**config.mk**
```make
export PLATFORM = sky130hd
export DESIGN_NAME = syn_fifo
export DESIGN_NICKNAME = d
export VERILOG_FILES = /design/src/rtl/syn_fifo.sv
export SDC_FILE = /design/constraint.sdc
export NUM_CORES = 1
export LEC_CHECK = 0
export BUFFER_PORTS_ARGS = -buffer_cell sky130_fd_sc_hd__buf_2
export CORE_UTILIZATION = 55
export CTS_CLUSTER_SIZE = 20
export DETAILED_ROUTE_END_ITERATION = 10
export PLACE_DENSITY = 0.75
export SYNTH_ARGS = -nofsm -noshare
export SYNTH_HDL_FRONTEND = slang
export SYNTH_SLANG_ARGS = --single-unit
```
**constraint.sdc**
```tcl
create_clock -name clk -period 5.2 [get_ports clk]
set_clock_uncertainty 0.05 [all_clocks]
set_input_delay 1.56 -clock clk [delete_from_list [all_inputs] [get_ports clk]]
set_output_delay 1.56 -clock clk [all_outputs]
set_load 0.02 [all_outputs]
```
**src/rtl/syn_fifo.sv**
```systemverilog
// Single-clock FIFO with registered read port, occupancy/threshold flags
// and sticky overflow/underflow error flags.
module syn_fifo #(
    parameter int data_width = 8,
    parameter int depth      = 8,
    parameter int af_level   = depth - 1,
    parameter int ae_level   = 1
) (
    input  logic                       clk,
    input  logic                       clr,
    input  logic                       push,
    input  logic [data_width-1:0]      data_in,
    input  logic                       pop,
    output logic [data_width-1:0]      data_out,
    output logic                       rd_valid,
    output logic                       full,
    output logic                       empty,
    output logic                       almost_full,
    output logic                       almost_empty,
    output logic [$clog2(depth):0]     count,
    output logic                       overflow,
    output logic                       underflow
);

    localparam int AW = $clog2(depth);
    localparam int CW = AW + 1;
    localparam logic [CW-1:0] FULL_CNT = CW'(depth);
    localparam logic [CW-1:0] AF_CNT   = CW'(af_level);
    localparam logic [CW-1:0] AE_CNT   = CW'(ae_level);

    logic [data_width-1:0] mem [depth];
    logic [AW-1:0]         wr_ptr;
    logic [AW-1:0]         rd_ptr;
    logic                  push_ok;
    logic                  pop_ok;

    // Flags decode registered count only, so no input reaches them combinationally.
    assign full         = (count == FULL_CNT);
    assign empty        = (count == '0);
    assign almost_full  = (count >= AF_CNT);
    assign almost_empty = (count <= AE_CNT);

    assign push_ok = push & ~full;
    assign pop_ok  = pop & ~empty;

    // Storage is intentionally not reset; a clear only resets the pointers.
    always_ff @(posedge clk) begin
        if (!clr && push_ok) begin
            mem[wr_ptr] <= data_in;
        end
    end

    always_ff @(posedge clk) begin
        if (clr) begin
            wr_ptr    <= '0;
            rd_ptr    <= '0;
            count     <= '0;
            data_out  <= '0;
            rd_valid  <= 1'b0;
            overflow  <= 1'b0;
            underflow <= 1'b0;
        end else begin
            rd_valid <= pop_ok;
            if (push_ok) begin
                wr_ptr <= wr_ptr + AW'(1);
            end
            // The read uses the pre-edge head, so a simultaneous push never bypasses.
            if (pop_ok) begin
                data_out <= mem[rd_ptr];
                rd_ptr   <= rd_ptr + AW'(1);
            end
            case ({push_ok, pop_ok})
                2'b10:   count <= count + CW'(1);
                2'b01:   count <= count - CW'(1);
                default: count <= count;
            endcase
            if (push && full) begin
                overflow <= 1'b1;
            end
            if (pop && empty) begin
                underflow <= 1'b1;
            end
        end
    end

endmodule

```
==> metrics.yaml <==
logic_synthesis:
  ys.flop_type: "edfxtp_1"
  synth_top_family_by_area: "multiplexers"
  postSynthNetCount: 244
  synth_compound_area_share_pct: 7.50
  syn_avg_cell_area_um2: 15.1
  ys_ff_latch: 85
  yosys.area_share.simple_pct: 7.13
  async_reset_ff_share_pct: 0
  syn-cell-area_um2: 3400
  yosysWarnings: 0
  synth_fa_ha_area_share_pct: 2.57
  synth_edf_count: 64
  synthXorXnorAreaFrac_pct: 1.80
  synth.area.mux_share_pct: 9.71
  yosysUniqueCellTypes: 33
  synth-seq-area-share_pct: 68.8
  synthCells: 225
clocking:
  cts.htree.levels: 3
  clockRootBuffer: "clkbuf_8"
  clk_path_buf_depth: 2
  cts_made_buffers: 9
  tritoncts: "done"
  clock-sinks: 85
  clk-insertion-delay-late_ps: 350
  clk_pin_slew_worst_paths_ps: 80
  cts_resized: 0
  hold_buffers: 0
  cts_setup_buffers: 0
critical_path:
  startpoint: "count[1]"
  crit_type: "reg2out"
  crit_arrival_ps: 1660
  r2r-start: "count[0]"
  required_ps: 3590
  cp-end-kind: "primary output"
  critPathLaunchType: "register"
  crit_fanout: 5
finish:
  final_nets: 276
  n_antenna_cell: 0
  area_growth_syn_to_layout_pct: 10.2
  final_common_cell: "edfxtp_1"
  stdcell_area_um2: 3750
  mostFrequentLayoutCells: "64 x edfxtp_1, 33 x mux2i_1, 30 x buf_2"
  drive_above_1_share_pct: 19.8
route:
  wire_per_inst_um: 18.5
  vias: 1940
  drc: 0
  dr.pass1.iters: 4
  drt_iter0_drc: 129
  via_per_inst: 5.76
  antenna_violating_nets_post_route: 0
  finalWirelength_um: 6220
floorplanning:
  die_h_um: 80.6
  num_rows: 28
  die_w_um: 80.6
  ios: 31
  dieArea_um2: 6500
  start_util_pct: 57.1
  core_area_um2: 5960
global_route:
  grt_max_degree: 35
  grt_pass1_wl_um: 9530
  grt.total_usage_pct: 21.3
  globalRouteOverflowTotal: 0
  antenna_found_initial: 0
  grt_pass1_vias: 1892
place:
  place_congestion: 0.736
  dp_hpwl_um: 4140
  port-buffer-count: 30
  placed_cell_area_um2: 3580
min_path:
  hold_start: "data_out[6]"
  hold_path_class: "reg2reg"
sta:
  drv_slew: 0
  tns_ps: 0
  layout_min_cycle_time_ps: 3270
  max_freq_mhz: 305
  hold_viol: 0
  worst_pin_slew_ps: 1160
  post-route-period-util_pct: 63.0
  finalSetupViolCount: 0
  rsz0062_at_grt: "no"
  max_slew_margin_pct: 21.9
job:
  drv_cap: 0
status:
  status: "finished clean"
power_and_ir_drop:
  p_leak_nw: 1.33
  power_density_nw_per_um2: 448
  ir_drop_v: 0.000320
==> cell type report <==
class,count,area [µm²]
Fill cell,464,2210
Multi-Input combinational cell,126,977
Timing Repair Buffer,30,150
Sequential cell,85,2340
Inverter,5,18.8
Tap cell,75,93.8
Clock inverter,7,42.5
Clock buffer,9,124
==> synth_stat cells (all sizes together) (2+ instances only) <==
library cell | number | area (µm²)
or3 | 2 | 12.5
ha | 7 | 87.6
nor2 | 19 | 81.3
nor3 | 5 | 25.0
a32o | 8 | 80.1
xor2 | 5 | 43.8
nand3b | 2 | 15.0
dfxtp | 21 | 420
a21oi | 6 | 33.8
edfxtp | 64 | 1920
a22oi | 16 | 120
buf | 8 | 50.0
nand3 | 4 | 20.0
inv | 5 | 18.8
mux2i | 33 | 330
xnor2 | 2 | 17.5
nor2b | 3 | 18.8
nand2 | 7 | 33.8
==> worst max-delay path: stages (launching register included) <==
cell     delay (ps)
dfxtp_1         350
inv_1           120
ha_1            180
or3b_4          410
inv_1            90
buf_2           160
==> power by group <==
part / internal [mW] / switching (mW)
Sequential: 0.781 / 0.0960
Clock: 0.170 / 0.224
Combinational: 0.189 / 0.220
Total: 1.14 / 0.540
==> through the flow <==
stage	power (mW)	setup slack, ps	std cells	utilization, %	hold slack, ps
after floorplan	1.19	2130	225	-	430
after global routing	1.77	1810	337	63.0	443
after CTS	1.69	1890	337	63.0	418
after detailed placement	1.30	1800	321	60.2	400
after global placement	1.29	1860	321	60.2	393
final	1.68	1930	337	63.0	412
==> state kept, by name, summed over array words and instances (netlist names) <==
name       cells
wr_ptr         3
mem           64
underflow      1
rd_ptr         3
overflow       1
count          4
rd_valid       1
data_out       8
==> cell families (layout without fill, tap and decap cells) <==
group                    after synthesis  count (layout)
AO/OA/AOI/OAI                         33              33
XOR/XNOR                               7               7
adder cells (fa/ha/maj)                7               7
buffers and inverters                 14              51
flip-flops                            85              85
multiplexers                          33              33
AND/OR/NAND/NOR                       46              46
==> per-layer routing <==
| metal | track usage [%] | vias up | share of wire, % |
|---|---|---|---|
| li1 | - | 921 | - |
| met1 | 28.0 | 964 | 47 |
| met2 | 33.0 | 46 | 47 |
| met3 | 5.45 | 9 | 4.2 |
| met4 | 9.82 | 0 | 1.5 |
| met5 | 0 | - | 0 |
==> path summary, 6_finish.rpt <==
kind,depth (start not counted),slack (ps),to
worst min register to register,1,410,data_out[6]
worst max-delay path,5,1930,empty
worst max register to register,5,2630,mem[1][4]
worst min-delay path,1,410,data_out[6]
Power figures use the tool's default switching activity.
